--- config.mk ---
export PLATFORM = sky130hd
export DESIGN_NAME = chi_link_rx_port
export DESIGN_NICKNAME = d
export VERILOG_FILES = /design/src/rtl/chi_link_pkg.sv /design/src/rtl/chi_link_rx_port_fifo.sv /design/src/rtl/chi_link_rx_port.sv
export SDC_FILE = /design/constraint.sdc
export NUM_CORES = 1
export LEC_CHECK = 0
export ABC_AREA = 1
export BUFFER_PORTS_ARGS = -buffer_cell sky130_fd_sc_hd__buf_2
export CORE_UTILIZATION = 59
export CTS_BUF_LIST = sky130_fd_sc_hd__clkbuf_4 sky130_fd_sc_hd__clkbuf_8
export DETAILED_ROUTE_END_ITERATION = 12
export GPL_ROUTABILITY_DRIVEN = 0
export PLACE_DENSITY = 0.9
export SLEW_MARGIN = 20
export SYNTH_ARGS = -nofsm -noshare
export SYNTH_HDL_FRONTEND = slang
export SYNTH_SLANG_ARGS = --single-unit
--- constraint.sdc ---
create_clock -name clock -period 2.7 [get_ports clock]
set_input_delay 0.405 -clock clock [delete_from_list [all_inputs] [get_ports clock]]
set_output_delay 0.405 -clock clock [all_outputs]
set_load 0.01 [all_outputs]
--- src/rtl/chi_link_pkg.sv ---
// Shared CHI link-layer types and constants: link FSM states, link-flit opcode,
// per-channel opcode field positions and a saturating counter helper.
package chi_link_pkg;

   typedef enum logic [1:0] {
      STOP  = 2'd0,
      ACT   = 2'd1,
      RUN   = 2'd2,
      DEACT = 2'd3
   } link_state_e;

   // Opcode value that marks a link (credit-return) flit on any channel
   localparam logic [7:0] LINK_FLIT_OPC = 8'h00;

   localparam int REQ_OPC_LEFT  = 20;
   localparam int REQ_OPC_RIGHT = 14;
   localparam int RSP_OPC_LEFT  = 17;
   localparam int RSP_OPC_RIGHT = 14;
   localparam int SNP_OPC_LEFT  = 18;
   localparam int SNP_OPC_RIGHT = 14;
   localparam int DAT_OPC_LEFT  = 17;
   localparam int DAT_OPC_RIGHT = 14;

   function automatic logic [7:0] sat_inc8(input logic [7:0] value);
      if (value == 8'hFF) begin
         return value;
      end else begin
         return value + 8'd1;
      end
   endfunction

endpackage

--- src/rtl/chi_link_rx_port_fifo.sv ---
// Generic register-based FIFO with optional write/read enable gating, plus its
// simulation checker that flags a push into a full buffer without a pop.
module chi_link_rx_port_fifo
   import chi_link_pkg::*;
#(
   parameter int WIDTH        = 8,
   parameter int DEPTH        = 4,
   parameter int CNT_W        = 4,
   parameter int CLOCK_ENABLE = 0
) (
   input  logic             clock,
   input  logic             rstn,
   input  logic             cg_en,
   input  logic             push,
   input  logic [WIDTH-1:0] push_data,
   input  logic             pop,
   output logic [WIDTH-1:0] pop_data,
   output logic             valid,
   output logic             full,
   output logic [CNT_W-1:0] cnt
);

   localparam int PW = (DEPTH > 1) ? $clog2(DEPTH) : 1;

   logic [WIDTH-1:0] mem_r [DEPTH];
   logic [PW-1:0]    wr_ptr_r;
   logic [PW-1:0]    rd_ptr_r;
   logic [CNT_W-1:0] cnt_r;
   logic             en_s;
   logic             empty_s;
   logic             full_s;
   logic             wr_s;
   logic             rd_s;

   assign en_s    = (CLOCK_ENABLE == 0) || cg_en;
   assign empty_s = (cnt_r == {CNT_W{1'b0}});
   assign full_s  = (cnt_r == CNT_W'(DEPTH));
   // A full buffer may still take a push when the head leaves in the same cycle
   assign rd_s    = en_s && pop && !empty_s;
   assign wr_s    = en_s && push && (!full_s || rd_s);

   assign pop_data = mem_r[rd_ptr_r];
   assign valid    = !empty_s;
   assign full     = full_s;
   assign cnt      = cnt_r;

   // Storage, pointers and occupancy
   always_ff @(posedge clock or negedge rstn) begin
      if (!rstn) begin
         for (int i = 0; i < DEPTH; i++) begin
            mem_r[i] <= {WIDTH{1'b0}};
         end
         wr_ptr_r <= {PW{1'b0}};
         rd_ptr_r <= {PW{1'b0}};
         cnt_r    <= {CNT_W{1'b0}};
      end else begin
         if (wr_s) begin
            mem_r[wr_ptr_r] <= push_data;
            wr_ptr_r <= (wr_ptr_r == PW'(DEPTH - 1)) ? {PW{1'b0}} : wr_ptr_r + PW'(1);
         end
         if (rd_s) begin
            rd_ptr_r <= (rd_ptr_r == PW'(DEPTH - 1)) ? {PW{1'b0}} : rd_ptr_r + PW'(1);
         end
         case ({wr_s, rd_s})
            2'b10:   cnt_r <= cnt_r + CNT_W'(1);
            2'b01:   cnt_r <= cnt_r - CNT_W'(1);
            default: cnt_r <= cnt_r;
         endcase
      end
   end

   chi_link_rx_port_fifo_chk u_chk (
      .clock (clock),
      .rstn  (rstn),
      .push  (push),
      .pop   (rd_s),
      .full  (full_s)
   );

endmodule

module chi_link_rx_port_fifo_chk (
   input logic clock,
   input logic rstn,
   input logic push,
   input logic pop,
   input logic full
);

   property p_no_push_on_full;
      @(posedge clock) disable iff (!rstn) !(push && full && !pop);
   endproperty

   a_no_push_on_full: assert property (p_no_push_on_full);

endmodule

--- src/rtl/chi_link_rx_port.sv ---
// CHI link RX port: activation FSM, L-credit issue, flit decode and buffering.
// Build option CHI_RX_ERR_CNT_EN adds a saturating protocol-error counter.
module chi_link_rx_port
   import chi_link_pkg::*;
#(
   parameter int FLIT_WIDTH    = 8,
   parameter int RX_FIFO_DEPTH = 4,
   parameter int OPC_LEFT      = 7,
   parameter int OPC_RIGHT     = 4,
   parameter int CRD_W         = 4
) (
   input  logic                  clock,
   input  logic                  rstn,
   input  logic                  rxlinkactivereq,
   output logic                  rxlinkactiveack,
   input  logic                  rx_flitpend,
   input  logic                  rx_flitv,
   input  logic [FLIT_WIDTH-1:0] rx_flit,
   output logic                  rxlcrdv,
   output logic                  out_valid,
   input  logic                  out_ready,
   output logic [FLIT_WIDTH-1:0] out_flit,
   output logic [CRD_W-1:0]      crd_outstanding,
   output logic                  link_idle,
   output logic                  proto_err,
   output logic [7:0]            err_cnt
);

   localparam int OPC_W = OPC_LEFT - OPC_RIGHT + 1;

   link_state_e      state_r;
   link_state_e      state_ns;
   logic [CRD_W-1:0] crd_r;
   logic [CRD_W-1:0] crd_ns;
   logic [CRD_W-1:0] fifo_cnt_s;
   logic [OPC_W-1:0] opc_s;
   logic             ack_r;
   logic             pend_prev_r;
   logic             err_r;
   logic             lcrdv_s;
   logic             acc_s;
   logic             err_s;
   logic             push_s;
   logic             pop_s;
   logic             fifo_valid_s;
   logic             fifo_full_s;

   assign opc_s = rx_flit[OPC_LEFT:OPC_RIGHT];

   // Only register state feeds the grant, so a pop frees its slot one cycle later
   assign lcrdv_s = (state_r == RUN) &&
                    (({1'b0, crd_r} + {1'b0, fifo_cnt_s}) < (CRD_W + 1)'(RX_FIFO_DEPTH));
   assign acc_s   = rx_flitv && (crd_r != {CRD_W{1'b0}}) && (state_r != STOP);
   assign err_s   = rx_flitv && ((crd_r == {CRD_W{1'b0}}) || (state_r == STOP) || !pend_prev_r);
   assign push_s  = acc_s && !err_s && (opc_s != OPC_W'(LINK_FLIT_OPC));
   assign pop_s   = fifo_valid_s && out_ready;

   // Next link state
   always_comb begin
      state_ns = state_r;
      case (state_r)
         STOP:    state_ns = rxlinkactivereq ? ACT : STOP;
         ACT:     state_ns = rxlinkactivereq ? RUN : STOP;
         RUN:     state_ns = rxlinkactivereq ? RUN : DEACT;
         DEACT: begin
            if ((crd_r == {CRD_W{1'b0}}) && !lcrdv_s) begin
               state_ns = STOP;
            end else begin
               state_ns = DEACT;
            end
         end
         default: state_ns = STOP;
      endcase
   end

   // Outstanding-credit count; grant and accept together cancel out
   always_comb begin
      crd_ns = crd_r;
      if (lcrdv_s && !acc_s) begin
         crd_ns = crd_r + CRD_W'(1);
      end else if (acc_s && !lcrdv_s) begin
         crd_ns = crd_r - CRD_W'(1);
      end else begin
         crd_ns = crd_r;
      end
   end

   // Link state, credits, acknowledge and error tracking registers
   always_ff @(posedge clock or negedge rstn) begin
      if (!rstn) begin
         state_r     <= STOP;
         crd_r       <= {CRD_W{1'b0}};
         ack_r       <= 1'b0;
         pend_prev_r <= 1'b0;
         err_r       <= 1'b0;
      end else begin
         state_r     <= state_ns;
         crd_r       <= crd_ns;
         ack_r       <= (state_ns == RUN) || (state_ns == DEACT);
         pend_prev_r <= rx_flitpend;
         err_r       <= err_r || err_s;
      end
   end

`ifdef CHI_RX_ERR_CNT_EN
   logic [7:0] err_cnt_r;

   // Saturating protocol-error counter
   always_ff @(posedge clock or negedge rstn) begin
      if (!rstn) begin
         err_cnt_r <= 8'd0;
      end else if (err_s) begin
         err_cnt_r <= sat_inc8(err_cnt_r);
      end else begin
         err_cnt_r <= err_cnt_r;
      end
   end

   assign err_cnt = err_cnt_r;
`else
   assign err_cnt = 8'd0;
`endif

   chi_link_rx_port_fifo #(
      .WIDTH        (FLIT_WIDTH),
      .DEPTH        (RX_FIFO_DEPTH),
      .CNT_W        (CRD_W),
      .CLOCK_ENABLE (0)
   ) u_rx_fifo (
      .clock     (clock),
      .rstn      (rstn),
      .cg_en     (1'b1),
      .push      (push_s),
      .push_data (rx_flit),
      .pop       (pop_s),
      .pop_data  (out_flit),
      .valid     (fifo_valid_s),
      .full      (fifo_full_s),
      .cnt       (fifo_cnt_s)
   );

   assign rxlinkactiveack = ack_r;
   assign rxlcrdv         = lcrdv_s;
   assign out_valid       = fifo_valid_s;
   assign crd_outstanding = crd_r;
   assign link_idle       = (state_r == STOP) && !fifo_valid_s;
   assign proto_err       = err_r;

endmodule

# Word level (Yosys, flattened, before mapping)
# Cells that the tools add are included.
# totals
regBits	49
input_bits	14
output_inout_bits	25
wordCells	84
# classes
add_sub_neg	7
order_cmp	4
n_eq_ne	10
muxes	16
bitwise	2
n_reduce_logical	33
# op_table
op	n
$bwmux W32	1
$mux W8	3
$bmux W8 S2	1
$demux W8 S2	1
$eq A2 B2 Y1 const B	7
$logic_and A1 B1 Y1	14
$add A4 B1 Y4 const B	2
$logic_not A4 Y1	2
$mux W2	4
$mux W4	2
$pmux W2 S4	1
$pmux W4 S2	1
$reduce_bool A4 Y1	2
$sub A4 B1 Y4 const B	2
$ge A3 B3 Y1 const B	2
$logic_not A1 Y1	6
$not A2 Y3	2
$reduce_bool A2 Y1	3
$add A4 B4 Y5	1
$logic_or A1 B1 Y1	5
$lt A5 B3 Y1 const B	1
$add A2 B1 Y2 const B	2
$eq A2 B1 Y1 const B	2
$eq A4 B3 Y1 const B	1
3 further kinds	4

# Longest topological paths before layout
# Gate-level depths: netlist (run 1).
# depth
word_depth	10
depth_mapped	15

# Hierarchy
# A second synthesis (run 1) with hierarchy kept.
# unflattened
cells_unflattened	337
hier_area_um2	2743.9
# by_module_without_submodules
module	n_inst	cells_per_inst	area_each_um2	seq_area_each_um2
chi_link_rx_port_fifo	1	255	2133.3	1001.0
chi_link_rx_port	1	82	610.6	200.2

# Worst setup path before layout (run 1)
# Ideal clock, no wire load.
# synth_timing
path_type	flip-flop to flip-flop
start	register crd_r[2], in the netlist crd_outstanding[2]
end	register crd_r[3], in the netlist crd_outstanding[3]
setup_ps	116
arrival_ps	2356
required_time_ps	2584
path_slack_ps	228
stages_incl_launch_ff	13
path_buffers	0
period_less_slack_ps	2472
path_cell_list	dfrtp_1 ha_1 nor3_1 nand3_1 a31oi_1 ha_1 inv_1 ha_1 nand3_1 and2_1 xor2_1 nand2_1 nand2_1
# synth_via
elab_chain_len	6
elab_cells_between_ends	15
# synth_lines
element	line	text
from (decl)	chi_link_rx_port.sv:33	logic [CRD_W-1:0] crd_r;
from (signal assigned)	chi_link_rx_port.sv:92	crd_r <= {CRD_W{1'b0}};
from (signal assigned)	chi_link_rx_port.sv:98	crd_r <= crd_ns;
$add A4 B4 Y5 (*)	chi_link_rx_port.sv:52	(({1'b0, crd_r} + {1'b0, fifo_cnt_s}) < (CRD_W + 1)'(RX_FIFO_DEPTH));
$lt A5 B3 Y1 (*)	chi_link_rx_port.sv:52	
$logic_and A1 B1 Y1 (*)	chi_link_rx_port.sv:51	assign lcrdv_s = (state_r == RUN) &&
net rxlcrdv	chi_link_rx_port.sv:19	output logic rxlcrdv,
$logic_not A1 Y1	chi_link_rx_port.sv:81	end else if (acc_s && !lcrdv_s) begin
$logic_and A1 B1 Y1	chi_link_rx_port.sv:81	
$reduce_bool A2 Y1 (no source line)	n/a	
# Mark *: on every way through the listed nets, which the timed path passes. The rest lies on a longest branch. The select of a mux whose other input is x is not followed.
# A chain may end at the register's enable or synchronous reset.

# Final worst setup path (run 1)
# layout_timing
start	register crd_r[2], in the netlist crd_outstanding[2]
end	register crd_r[3], in the netlist crd_outstanding[3]
# layout_via
elab_chain_len	6
elab_cells_between_ends	15
# layout_lines
element	line
$add A4 B4 Y5 / $reduce_bool A4 Y1 (equally long branches)	chi_link_rx_port.sv:52, chi_link_rx_port.sv:53
$lt A5 B3 Y1 / $logic_and A1 B1 Y1 (equally long branches)	chi_link_rx_port.sv:52, chi_link_rx_port.sv:53
$logic_and A1 B1 Y1, on equally long branches	chi_link_rx_port.sv:51, chi_link_rx_port.sv:53
$logic_not A1 Y1, on equally long branches	chi_link_rx_port.sv:81, chi_link_rx_port.sv:79
$logic_and A1 B1 Y1, on equally long branches	chi_link_rx_port.sv:81, chi_link_rx_port.sv:79
$reduce_bool A2 Y1 (no source line) / $mux W4 (equally long branches)	n/a
# Parallel ways exist; a longest one is shown, timed or not. The select of a mux whose other input is x is not followed.

==> summary.md, run 1 <==
| Metric | Value |
|---|---|
| Outcome | `complete, no violations` |
| Yosys reg bits | `48` |
| Critical Path End Type | `register` |
| Seq/Total Area, Yosys | `43.6%` |
| Post-CTS Setup Inserts | `0` |
| WP data arrival | `2.70 ns` |
| Initial antenna violation count | `0` |
| DR vias | `2307` |
| Overall power | `3.58 mW` |
| Dominant synthesized flop cell | `dfrtp_1` |
| CTS tree | `yes` |
| Die area | `4950 um2` |
| Sequential cell area | `1200 um2` |
| Root Buffer | `clkbuf_8` |
| Tightest Hold Check Type | `primary input to async pin` |
| Kind of critical path | `register to register` |
| Worst reg2reg path depth | `12` |
| Post-route cell area | `2910 um2` |
| Max Used Layer | `met4` |
| Asr flop ratio synth | `100%` |
| Vias per cell | `5.81` |
| WL met3 | `451 um` |
| Leak | `1.52 nW` |
| Max_slew headroom | `59.3%` |
| Worst Path Buf+Inv | `1` |
| Area grow syn2layout | `5.67%` |
| Resized cells post-CTS | `0` |
| Crit path depth | `12` |
| Routed Antenna Nets | `0` |
| Cell Area, Synth | `2760 um2` |
| Number of enable flip-flop cells after synthesis | `0` |
| Most common cell in the netlist | `nand2_1` |
| Wl on met1 | `2.45 mm` |
| # Max-Cap Violations | `0` |
| Final Hold Fails | `0` |
| Synth area leaders | `dfrtp_1, nand2_1, nand4_1, ha_1, o21ai_0` |
| Worst-path fanout max | `5` |
| Distinct cells, synth | `32` |
| Dpl cell area | `2800 um2` |
| DRT Wirelength | `6.03 mm` |
| Largest net degree at the start of global routing | `49` |
| # H-tree levels | `2` |
| Slew Viols, Final | `0` |
| Drc violations | `0` |
| Post-place setup slack | `0.254 ns` |
| Clock Sinks | `48` |
| Diode count | `0` |
| Die Span X | `70.4 um` |
| Initial Util | `62.4%` |
| IO Port Bufs | `30` |
| Setup TNS | `0 ns` |
| Sw Pwr | `1.60 mW` |
| CP Cell Sequence | `ha_1 -> nor3_1 -> nand3_1 -> a31oi_1 -> ha_1 -> inv_1 -> ha_1 -> nand3_1 -> and2_1 -> xor2_1 -> nand2_1 -> nand2_1` |
| Ports | `39` |
| Logic pwr share | `48.7%` |
| Vias in the first global route | `2191` |
| Commonest cells post-synth | `nand2_1, dfrtp_1, nand4_1` |
| Total Routing Usage GR | `26.7%` |
| Slowest cell on the critical path | `dfrtp_1` |
| Core area | `4410 um2` |
| Worst-margin pin slew | `0.611 ns` |
| Syn Inst Count | `319` |
| RSZ-0062 raised after global routing | `false` |
| Multi-input logic area | `1290 um2` |
| Num CTS Buffers | `5` |
| Most used cell, CP | `ha_1` |
| F_max | `0.402 GHz` |
| Sw Ratio | `44.8%` |
| First-pass GRT wire length | `10.4 mm` |
| CTS Buffer Depth | `2` |
| Power Density | `1230 nW/um2` |
| Initial DRC count | `294` |
| Final min period | `2.49 ns` |
| Setup crit start kind | `register` |
| Clock power frac | `14.7%` |
| Post-layout nets | `373` |
| Synth area leader | `dfrtp_1` |
| Final WS setup | `0.212 ns` |
| Pint | `1.97 mW` |
| Grt ovf | `0` |
| Met2 Routed Length | `3.06 mm` |
| Clock latency on the worst-skew pair | `0.31 ns` |
| DR WL/cell | `15.2 um` |
| Yosys warnings | `0` |
| FP Rows | `24` |
| Vert. Die Dim | `70.4 um` |
| Post-CTS Hold Fix Bufs | `0` |
| Clock-pin slew on the worst setup and hold paths | `0.09 ns` |
| Initial DRT Pass Iterations | `4` |
| CP delay by family, top | `adder cells` |
| Worst VDD drop | `0.844 mV` |
| Max stage delay on crit path | `0.44 ns` |
| Final setup vio count | `0` |
| Detailed Place HPWL | `3.86 mm` |
| # fillers | `354` |
| Fin crit share | `92.1%` |
| Setup Skew | `0.00807 ns` |
| Avg Cell Area, Syn | `8.64 um2` |
| Share of the synthesized area in the top cell type | `43.6%` |
| Fraction of layout cells with a size suffix above 1 | `14.8%` |
| WP data required | `2.91 ns` |
| Seq pwr share | `36.6%` |
registers in the layout, summed over array words and instances, names as in the netlist:
signal and flops:
crd_outstanding 4, pend_prev_r 1, proto_err 1, rxlinkactiveack 1, state_r 1, u_rx_fifo.cnt 4, u_rx_fifo.mem_r 32, u_rx_fifo.rd_ptr_r 2
u_rx_fifo.wr_ptr_r 2
power by group through the flow:
| stage | sequential (mW) | combinational, mW | clock, mW |
|---|---|---|---|
| 2_1_floorplan | 1.26 | 1.38 | 0 |
| 3_3_place_gp | 1.29 | 1.66 | 0 |
| 3_5_place_dp | 1.31 | 1.72 | 0 |
| 4_1_cts | 1.30 | 1.73 | 0.540 |
| 5_1_grt | 1.35 | 1.97 | 0.568 |
| 6_report | 1.31 | 1.74 | 0.527 |
final timing paths:
path / to / startpoint / slack, ns
max in group asynchronous: proto_err$_DFF_PN0_ / rstn / 2.10
min reg2reg: u_rx_fifo.mem_r[1]$_DFFE_PN0P_ / u_rx_fifo.mem_r[1]$_DFFE_PN0P_ / 0.48
min: u_rx_fifo.mem_r[3]$_DFFE_PN0P_ / rstn / 0.17
min in group clock: pend_prev_r$_DFF_PN0_ / rx_flitpend / 0.20
max reg2reg: crd_outstanding[3]$_DFFE_PN0P_ / crd_outstanding[2]$_DFFE_PN0P_ / 0.21
max: crd_outstanding[3]$_DFFE_PN0P_ / crd_outstanding[2]$_DFFE_PN0P_ / 0.21
logic make-up after synthesis:
logic type	count (synthesis)	synth area share [%]
xor+xnor	6	1.91
flops	48	43.6
fa+ha+maj	15	7.08
other cells	1	0.136
compound gates	37	7.49
buf+inv	39	10.4
simple gates	173	29.4
through the flow:
stage	hold WS (ns)	cells	utilization, %
finish	0.175	397	66.0
global route	0.188	397	66.0
CTS	0.191	397	66.0
detailed placement	0.454	389	63.5
global placement	0.449	389	63.5
floorplan	0.109	326	-
placed cells by master (no fill, tap or decap):
| cell type | n |
|---|---|
| buf_4 | 4 |
| conb_1 | 8 |
| clkinv_2 | 1 |
| a21oi_1 | 2 |
| xnor2_1 | 3 |
| o21bai_1 | 1 |
| a31oi_1 | 2 |
| o21ai_0 | 21 |
| o211ai_1 | 1 |
| nand2_1 | 91 |
| buf_2 | 30 |
| or2_2 | 1 |
| ha_1 | 14 |
| clkbuf_8 | 5 |
| o21ai_1 | 1 |
| and2_1 | 1 |
| nand3_1 | 10 |
| o22ai_1 | 8 |
| inv_1 | 15 |
| bufinv_16 | 1 |
| dfrtp_1 | 48 |
| and2_0 | 1 |
| inv_2 | 1 |
| xor2_1 | 3 |
| and3_4 | 1 |
| nor3_1 | 2 |
| nor2_1 | 27 |
| fa_1 | 1 |
| clkinvlp_4 | 1 |
| nand4_1 | 34 |
| nand2_2 | 2 |
| a21oi_2 | 1 |
| nand3_4 | 3 |
metal layers:
layer	up-vias	global-route usage, %
met1	1098	35.6
met5	-	0
met3	8	4.91
met2	91	42.5
li1	1110	-
met4	0	11.3
area by class of cell:
type / instances / share of cell area, %
multi-input cells: 239 / 44.5
flip-flops and latches: 48 / 41.2
repair buffers: 34 / 6.19
clock buffers: 5 / 2.36
well taps: 52 / 2.23
inverters: 16 / 2.06
clock inverters: 3 / 1.46
Note: power is estimated with default switching activity, not from simulation.
==> run 2, diff against run 1 <==
--- a/config.mk
+++ b/config.mk
@@ -7,11 +7,12 @@
 export LEC_CHECK = 0
 export ABC_AREA = 1
 export BUFFER_PORTS_ARGS = -buffer_cell sky130_fd_sc_hd__buf_2
-export CORE_UTILIZATION = 59
+export CORE_ASPECT_RATIO = 1.2
+export CORE_UTILIZATION = 64
 export CTS_BUF_LIST = sky130_fd_sc_hd__clkbuf_4 sky130_fd_sc_hd__clkbuf_8
 export DETAILED_ROUTE_END_ITERATION = 12
 export GPL_ROUTABILITY_DRIVEN = 0
-export PLACE_DENSITY = 0.9
+export PLACE_DENSITY = 0.95
 export SLEW_MARGIN = 20
 export SYNTH_ARGS = -nofsm -noshare
 export SYNTH_HDL_FRONTEND = slang
==> constraint.sdc (replaced) <==
create_clock -name clock -period 3 [get_ports clock]
set_input_delay 0.45 -clock clock [delete_from_list [all_inputs] [get_ports clock]]
set_output_delay 0.45 -clock clock [all_outputs]
set_load 0.01 [all_outputs]
==> summary.md, run 2 (synthesized netlist as in run 1, its figures left out) <==
| Metric | Value |
|---|---|
| Logic pwr share | `48.4% (-0.3 points)` |
| Sw Ratio | `44.1% (-0.75 points)` |
| # Max-Cap Violations | `0 (unchanged)` |
| Detailed Place HPWL | `3.98 mm (+3.3%)` |
| Vias in the first global route | `2169 (-1.0%)` |
| Vert. Die Dim | `73.9 um (+5.0%)` |
| Worst VDD drop | `0.776 mV (-8.0%)` |
| Initial antenna violation count | `0 (unchanged)` |
| WP data arrival | `2.77 ns (+0.07 ns)` |
| Clock latency on the worst-skew pair | `0.30 ns (about the same)` |
| Final Hold Fails | `0 (unchanged)` |
| Worst-margin pin slew | `0.603 ns (-0.00831 ns)` |
| F_max | `0.397 GHz (-1.2%)` |
| IO Port Bufs | `30 (unchanged)` |
| Initial DRT Pass Iterations | `5 (+1)` |
| WP data required | `3.25 ns (+0.34 ns)` |
| Final min period | `2.52 ns (+0.0293 ns)` |
| Ports | `39 (unchanged)` |
| Setup crit start kind | `register` |
| Setup Skew | `0.00845 ns (+0.000371 ns)` |
| First-pass GRT wire length | `9.76 mm (-6.0%)` |
| Sw Pwr | `1.44 mW (-10%)` |
| Resized cells post-CTS | `0 (unchanged)` |
| Most frequent cells in the layout | `nand2_1, dfrtp_1, nand4_1` |
| Max_slew headroom | `59.8% (+0.55 points)` |
| Post-Place Cells | `390 (+0.26%)` |
| Tightest Hold Check Type | `primary input to async pin` |
| Clock power frac | `15.5% (+0.8 points)` |
| Fin crit share | `83.9% (-8.2 points)` |
| Outcome | `complete, no violations` |
| Power Density | `1110 nW/um2 (-9.3%)` |
| Area grow syn2layout | `6.13%` |
| # H-tree levels | `2 (unchanged)` |
| Root Buffer | `clkbuf_8` |
| Initial DRC count | `286 (-2.7%)` |
| RSZ-0062 raised after global routing | `false` |
| Die Span X | `61.9 um (-12%)` |
| Critical Path End Type | `register` |
| Leak | `1.52 nW (+0.42%)` |
| FP Rows | `25 (+4.2%)` |
| Diode count | `0 (unchanged)` |
| DR WL/cell | `15.1 um (-0.45%)` |
| Fraction of layout cells with a size suffix above 1 | `14.5% (-0.25 points)` |
| Grt ovf | `0 (unchanged)` |
| Kind of critical path | `register to register` |
| Initial Util | `68.3% (+5.9 points)` |
| Vias per cell | `5.92 (+2.0%)` |
| Seq pwr share | `36.1% (-0.5 points)` |
| Hold Slack | `0.136 ns (-0.0386 ns)` |
| CTS Buffer Depth | `2 (unchanged)` |
| Drc violations | `0 (unchanged)` |
| Worst-path fanout max | `5 (unchanged)` |
| Post-CTS Setup Inserts | `0 (unchanged)` |
| Max FFs per register | `32 (unchanged)` |
| Non-Filler Instances | `398 (+0.25%)` |
| CTS tree | `yes` |
| Num CTS Buffers | `5 (unchanged)` |
| Die area | `4570 um2 (-7.6%)` |
| Leading cell type in the layout, fill and taps excluded | `nand2_1` |
| Core area | `4040 um2 (-8.6%)` |
| Largest net degree at the start of global routing | `49 (unchanged)` |
| Slew Viols, Final | `0 (unchanged)` |
| Final setup vio count | `0 (unchanged)` |
| DR vias | `2358 (+2.2%)` |
| Pint | `1.82 mW (-7.7%)` |
| Post-CTS Hold Fix Bufs | `0 (unchanged)` |
| Top reg by flops | `u_rx_fifo.mem_r` |
| Total Routing Usage GR | `29.7% (+3.0 points)` |
| Flop-to-flop setup slack | `0.48 ns (+0.27 ns)` |
| DRT Wirelength | `6.02 mm (-0.20%)` |
| Routed Antenna Nets | `0 (unchanged)` |
| Setup TNS | `0 ns (unchanged)` |
| Clock-pin slew on the worst setup and hold paths | `0.09 ns (about the same)` |
| Clock Sinks | `48 (unchanged)` |
| Post-layout nets | `372 (-0.27%)` |
==> run 2: area by class of cell <==
cell class / count / area, um2
multi-input combinational: 239 / 1290
sequential: 48 / 1200
tap: 54 / 67.6
fill: 303 / 1110
timing repair buffer: 33 / 175
clock buffer: 7 / 96.3
inverter: 16 / 60.1
clock inverter: 1 / 30.0
==> run 2: stage by stage <==
step	worst slack [ns]	area, um2	utilization, %	power, mW
after floorplan	0.528	2780	-	2.38
after global placement	0.667	2800	69.3	2.65
after detailed placement	0.524	2800	69.3	2.75
after CTS	0.515	2920	72.4	3.26
after global routing	0.286	2930	72.5	3.53
final	0.483	2930	72.5	3.26
==> run 2: per-layer routing <==
metal | share of wire [%] | up-vias | global-route usage, %
li1 | - | 1112 | -
met1 | 39 | 1144 | 35.1
met2 | 53 | 91 | 51.5
met3 | 6.0 | 11 | 6.69
met4 | 1.8 | 0 | 11.1
met5 | 0 | - | 0
==> run 2: worst max-delay path: stages, from the launching register on <==
cell,delay (ns)
dfrtp_1,0.44
ha_1,0.31
nor3_1,0.17
nand3_1,0.08
a31oi_1,0.23
ha_1,0.23
inv_1,0.10
ha_1,0.33
a21oi_1,0.14
and2_1,0.15
xor2_1,0.15
nand2_1,0.08
nand2_1,0.06
==> run 2: path summary, 6_finish.rpt <==
check                                                      from                           endpoint  depth (start not counted)
max in group asynchronous                                  rstn  u_rx_fifo.wr_ptr_r[1]$_DFFE_PN0P_                          1
worst min-delay path                                       rstn     u_rx_fifo.mem_r[4]$_DFFE_PN0P_                          1
worst max register to register   crd_outstanding[2]$_DFFE_PN0P_     crd_outstanding[3]$_DFFE_PN0P_                         12
worst max-delay path             crd_outstanding[2]$_DFFE_PN0P_     crd_outstanding[3]$_DFFE_PN0P_                         12
min in group clock                                  rx_flitpend              pend_prev_r$_DFF_PN0_                          1
worst min register to register  u_rx_fifo.mem_r[19]$_DFFE_PN0P_    u_rx_fifo.mem_r[19]$_DFFE_PN0P_                          2
==> run 2: power by group through the flow <==
stage	registers [mW]	logic, mW	clock network (mW)
6_report	1.18	1.58	0.505
5_1_grt	1.21	1.78	0.542
4_1_cts	1.17	1.58	0.510
3_5_place_dp	1.18	1.57	0
3_3_place_gp	1.16	1.49	0
2_1_floorplan	1.13	1.24	0
